--- config.mk ---
export PLATFORM = sky130hd
export DESIGN_NAME = bcd_serial_adder
export DESIGN_NICKNAME = d
export VERILOG_FILES = /design/src/rtl/bcd_serial_adder_pkg.sv /design/src/rtl/bcd_digit_add.sv /design/src/rtl/bcd_serial_adder.sv
export SDC_FILE = /design/constraint.sdc
export NUM_CORES = 1
export LEC_CHECK = 0
export BUFFER_PORTS_ARGS = -buffer_cell sky130_fd_sc_hd__buf_4
export CAP_MARGIN = 20
export CORE_UTILIZATION = 59
export DETAILED_ROUTE_END_ITERATION = 8
export GPL_ROUTABILITY_DRIVEN = 0
export PLACE_DENSITY = 0.85
export SYNTH_ARGS = -nofsm -noshare
export SYNTH_HDL_FRONTEND = slang
export SYNTH_HIERARCHICAL = 1
export SYNTH_SLANG_ARGS = --single-unit
--- constraint.sdc ---
create_clock -name clk -period 8 [get_ports clk]
set_clock_uncertainty 0.05 [all_clocks]
set_input_delay 1.6 -clock clk [delete_from_list [all_inputs] [get_ports clk]]
set_output_delay 1.6 -clock clk [all_outputs]
set_load 0.1 [all_outputs]
--- src/rtl/bcd_serial_adder_pkg.sv ---
`default_nettype none
// ============================================================================
// Module      : bcd_serial_adder_pkg
// Description : Shared FSM state encoding and BCD constants for the
//               digit-serial BCD adder.
// Revision    : 1.0 - initial release
// ============================================================================
package bcd_serial_adder_pkg;

    // Controller states
    typedef enum logic [1:0] {
        ST_IDLE = 2'd0,
        ST_ADD  = 2'd1,
        ST_DONE = 2'd2
    } state_t;

    localparam int NUM_DIGITS = 4;   // digits per operand
    localparam int BCD_MAX    = 9;   // largest legal BCD digit
    localparam int BCD_ADJ    = 6;   // decimal correction added on overflow

endpackage
`default_nettype wire

--- src/rtl/bcd_digit_add.sv ---
`default_nettype none
// ============================================================================
// Module      : bcd_digit_add
// Description : Combinational single-digit BCD adder with carry in/out.
//               Operand digits above 9 are not rejected; the same
//               correction rule is applied to whatever sum they produce.
// Revision    : 1.0 - initial release
// ============================================================================
module bcd_digit_add
    import bcd_serial_adder_pkg::*;
(
    input  logic [3:0] a,
    input  logic [3:0] b,
    input  logic       cin,
    output logic [3:0] s,
    output logic       cout
);

    logic [4:0] w_t;

    assign w_t = {1'b0, a} + {1'b0, b} + {4'b0000, cin};

    // Binary sum above 9 wraps into the next decade: add 6, keep low nibble
    always_comb begin
        if (w_t > 5'(BCD_MAX)) begin
            s    = w_t[3:0] + 4'(BCD_ADJ);
            cout = 1'b1;
        end else begin
            s    = w_t[3:0];
            cout = 1'b0;
        end
    end

endmodule
`default_nettype wire

--- src/rtl/bcd_serial_adder.sv ---
`default_nettype none
// ============================================================================
// Module      : bcd_serial_adder
// Description : Four-digit packed-BCD adder processing one digit per clock,
//               least-significant digit first, through one shared digit adder.
//               Optional macro BCD_INPUT_CHECK_EN enables a sticky flag for
//               operand digits above 9; otherwise err is tied low.
// Revision    : 1.0 - initial release
// ============================================================================
module bcd_serial_adder
    import bcd_serial_adder_pkg::*;
(
    input  logic        clk,
    input  logic        rst_n,
    input  logic        start,
    input  logic [15:0] a,
    input  logic [15:0] b,
    input  logic        cin,
    output logic        busy,
    output logic        done,
    output logic [15:0] sum,
    output logic        cout,
    output logic        err
);

    state_t      r_state;
    state_t      w_next;
    logic [15:0] r_a;
    logic [15:0] r_b;
    logic [15:0] r_sum;
    logic        r_carry;
    logic        r_cout;
    logic [1:0]  r_idx;
    logic [3:0]  w_da;
    logic [3:0]  w_db;
    logic [3:0]  w_s;
    logic        w_c;
    logic        w_last;
    logic        w_accept;
    logic        w_in_add;

    assign w_accept = (r_state == ST_IDLE) && start;
    assign w_in_add = (r_state == ST_ADD);
    assign w_last   = (r_idx == 2'(NUM_DIGITS - 1));
    assign w_da     = r_a[{r_idx, 2'b00} +: 4];
    assign w_db     = r_b[{r_idx, 2'b00} +: 4];

    bcd_digit_add u_digit (
        .a    (w_da),
        .b    (w_db),
        .cin  (r_carry),
        .s    (w_s),
        .cout (w_c)
    );

    // State register
    always_ff @(posedge clk or negedge rst_n) begin
        if (!rst_n) r_state <= ST_IDLE;
        else        r_state <= w_next;
    end

    // Next-state logic: start only honoured in IDLE, four ADD cycles, one DONE
    always_comb begin
        w_next = r_state;
        case (r_state)
            ST_IDLE: if (start)  w_next = ST_ADD;
            ST_ADD:  if (w_last) w_next = ST_DONE;
            ST_DONE: w_next = ST_IDLE;
            default: w_next = ST_IDLE;
        endcase
    end

    // Operand latch and digit-serial datapath; sum/cout hold outside ADD
    always_ff @(posedge clk or negedge rst_n) begin
        if (!rst_n) begin
            r_a     <= 16'h0000;
            r_b     <= 16'h0000;
            r_sum   <= 16'h0000;
            r_carry <= 1'b0;
            r_cout  <= 1'b0;
            r_idx   <= 2'd0;
        end else if (w_accept) begin
            r_a     <= a;
            r_b     <= b;
            r_carry <= cin;
            r_sum   <= 16'h0000;
            r_cout  <= 1'b0;
            r_idx   <= 2'd0;
        end else if (w_in_add) begin
            r_sum[{r_idx, 2'b00} +: 4] <= w_s;
            r_carry <= w_c;
            r_idx   <= r_idx + 2'd1;
            if (w_last) r_cout <= w_c;
        end
    end

`ifdef BCD_INPUT_CHECK_EN
    logic r_err;
    logic w_bad;

    assign w_bad = (w_da > 4'(BCD_MAX)) || (w_db > 4'(BCD_MAX));

    // Sticky illegal-digit flag, cleared only by an accepted start
    always_ff @(posedge clk or negedge rst_n) begin
        if (!rst_n)        r_err <= 1'b0;
        else if (w_accept) r_err <= 1'b0;
        else if (w_in_add) r_err <= r_err | w_bad;
    end

    assign err = r_err;
`else
    assign err = 1'b0;
`endif

    assign busy = w_in_add;
    assign done = (r_state == ST_DONE);
    assign sum  = r_sum;
    assign cout = r_cout;

endmodule
`default_nettype wire

==> impl_results.md <==
* Min-delay src: r_b[1]
* CTS tree: yes
* Mapped Nets at between 200 and 250
* Vias at 1702
* Crit path kind: flop to flop
* Setup Fix Bufs, Post-CTS at 0
* TritonCTS Buffers at 5
* Vias in the first global route at ~1800
* Setup WS post-layout at just under 4 ns
* Seq/Total Area, Yosys at 49.2%
* CTS root buffer: clkbuf_8
* Ys Warns at 6
* Peak fanout along the critical path at 18
* Die span in x at 70.2 um
* Final nets at 284
* Setup WS pre-CTS at 3.88 ns
* Antenna-violating nets left at 0
* Share of layout cells above drive strength 1 at 46.0%
* Bufs and invs on worst path at 0
* Setup TNS at 0 ns
* CP Launch Point: r_idx[0]
* Post-synth EDFFs at 0
* Setup crit start kind: flop
* Syn Area/Cell at between 15 and 20 um^2
* Tcrit/Tclk final at 51.8%
* CTS resizes at 0
* CP max stage cell: dfrtp_1
* Setup violators final at 0
* Ports at 56
* Status: finished clean
* Crit path capture type: flop
* Top-count cell post-synth: dfrtp_1
* Max Slew Vio Count at 0
* Antenna diodes at 0
* Core area at 4410 um^2
* Crit-path max cell delay at 0.89 ns
* DIE AREA at 4930 um^2
* Clk slew on worst S/H paths at 0.09 ns
* Yosys top cell area share at 49.2%
* Die Span Y at 70.2 um
* Top FF cell, synth: dfrtp_1
* Synth top area cells: dfrtp_1 49%, mux2_4 15%, mux4_2 6.6%
* Worst-margin pin slew at 0.820 ns
* Filler cells at 325
* Fmax at between 200 and 250 MHz
* Drt drc at 0
* Final hold vios at 0
* Min-delay worst type: flop to flop
* Slew HR at 45.3%
* Flop2flop setup slack at 3.86 ns
* Starting DRT DRC Count at 77
* Final min period at 4.14 ns
* Global-route usage over all layers at 23.4%
* RSZ-0062 raised after global routing: false
* Post-Syn Instances at 183
* Most frequent CP cell: fa_1
* Total gr overflow at 0
* Area growth syn-to-layout at 17.4%
* Mapped Area at ~2700 um^2
* Largest delay share family, worst path: adder cells
* Crit-path cells: mux4_2 -> fa_1 -> fa_1 -> xnor2_1 -> ha_1 -> a31o_1 -> o31ai_4 -> mux2i_1 -> a22o_1
* Final wirelength at 5250 um
* Quantity of I/O buffers inserted on ports at 54
* Row count at 24
* H-Tree Level Count at 2
* Synth async-reset ratio at between 90% and 100%
* Clock tree buffer depth at 2
* Synth top cells by count: 54 x dfrtp_1, 28 x mux2_4, 16 x a22o_1
* First-pass GRT wire length at 8680 um
* Reg2reg start: r_idx[0]
* Antenna violations before repair at 0
* Post-synth cell types at 37
* Drt pass-1 iters at 4
* Synth Register Bits at 54
* Clk_lat worst skew at 0.31 ns
* Post-cts hold buffer count at 0
* Dpl hpwl at 3930 um
* CTS sink count at 54
* Via-to-Cell Ratio at 5.89
* Wire per inst at 18.1 um
* Required @ worst endpoint at 8.20 ns
* Synth area leader: dfrtp_1
* Max-cap violation count at 0
* Largest net degree at the start of global routing at 55
* Starting Density at 62.2%
* Worst EP arrival at 4.34 ns
layout by cell type (no fill, tap or decap):
| cell | instances |
|---|---|
| buf_4 | 55 |
| dfrtp_1 | 54 |
| mux2_4 | 28 |
| a22o_1 | 16 |
| ha_1 | 10 |
| mux4_2 | 8 |
| inv_1 | 6 |
| nand2_1 | 6 |
| clkbuf_8 | 6 |
| a21o_1 | 4 |
| a21oi_1 | 4 |
| mux2_2 | 4 |
| nand2b_1 | 3 |
| nor4b_2 | 3 |
| nand3_1 | 3 |
| o21ai_0 | 3 |
| nor2b_1 | 2 |
| nor2_1 | 2 |
| and3_1 | 2 |
| xnor2_1 | 2 |
| fa_1 | 2 |
| or3b_2 | 1 |
| nand3b_1 | 1 |
| nor3_2 | 1 |
| a221o_1 | 1 |
| o31ai_1 | 1 |
| conb_1 | 1 |
| clkbuf_1 | 1 |
| clkinv_2 | 1 |
| a31o_1 | 1 |
| a21o_2 | 1 |
| o31ai_4 | 1 |
| mux2i_1 | 1 |
| a2111oi_0 | 1 |
| o22ai_1 | 1 |
routing by layer:
| layer | vias to the layer above | GRT usage [%] | wire length (um) |
|---|---|---|---|
| met5 | - | 0 | 0 |
| met2 | 65 | 38.7 | 2650 |
| met4 | 0 | 10.2 | 148 |
| met1 | 846 | 30.2 | 2200 |
| met3 | 11 | 4.47 | 239 |
| li1 | 780 | - | - |
cell families (layout without fill, tap and decap cells):
kind of cell             count (synthesis)  count (layout)  synth area share [%]
XOR/XNOR                                 2               2                 0.638
multiplexers                            41              41                  23.9
AND/OR/NAND/NOR                         24              24                  5.83
adder cells (fa/ha/maj)                 12              12                  6.02
flip-flops                              54              54                  49.2
buffers and inverters                   15              69                  4.19
AO/OA/AOI/OAI                           34              34                  10.1
other                                    1               1                 0.137
sequential cells by signal, summed over array words and instances, names as in the netlist:
name	cells
r_a	16
r_b	16
sum	16
r_idx	2
r_state	2
cout	1
r_carry	1
layout make-up:
cell class	instances	area, um^2	share of cell area (%)
Clock inverter	1	5.00	0.155
Tap cell	52	65.1	2.02
Clock buffer	7	86.3	2.68
Multi-Input combinational cell	114	1280	39.7
Sequential cell	54	1350	41.9
Inverter	6	22.5	0.699
Timing Repair Buffer	55	413	12.8
worst paths after layout:
path / endpoint / depth (start not counted)
max in group asynchronous: r_idx[0] / 1
min in group asynchronous: sum[4] / 1
hold / removal: r_b[1] / 1
setup reg to reg: sum[14] / 9
hold reg to reg: r_b[1] / 1
setup / recovery: sum[14] / 9
metrics by stage:
stage                     cells  cell area, um^2  util (%)  hold slack [ns]
after floorplan             183             2750         -            0.425
after global placement      281             3130      70.9            0.433
after detailed placement    281             3130      70.9            0.443
after CTS                   289             3220      73.0            0.464
after global routing        289             3220      73.0            0.483
final                       289             3220      73.0            0.463
Power is left out: the tool's default activity adds up to more than one toggle a clock period on the data nets, which glitch-free logic cannot reach.
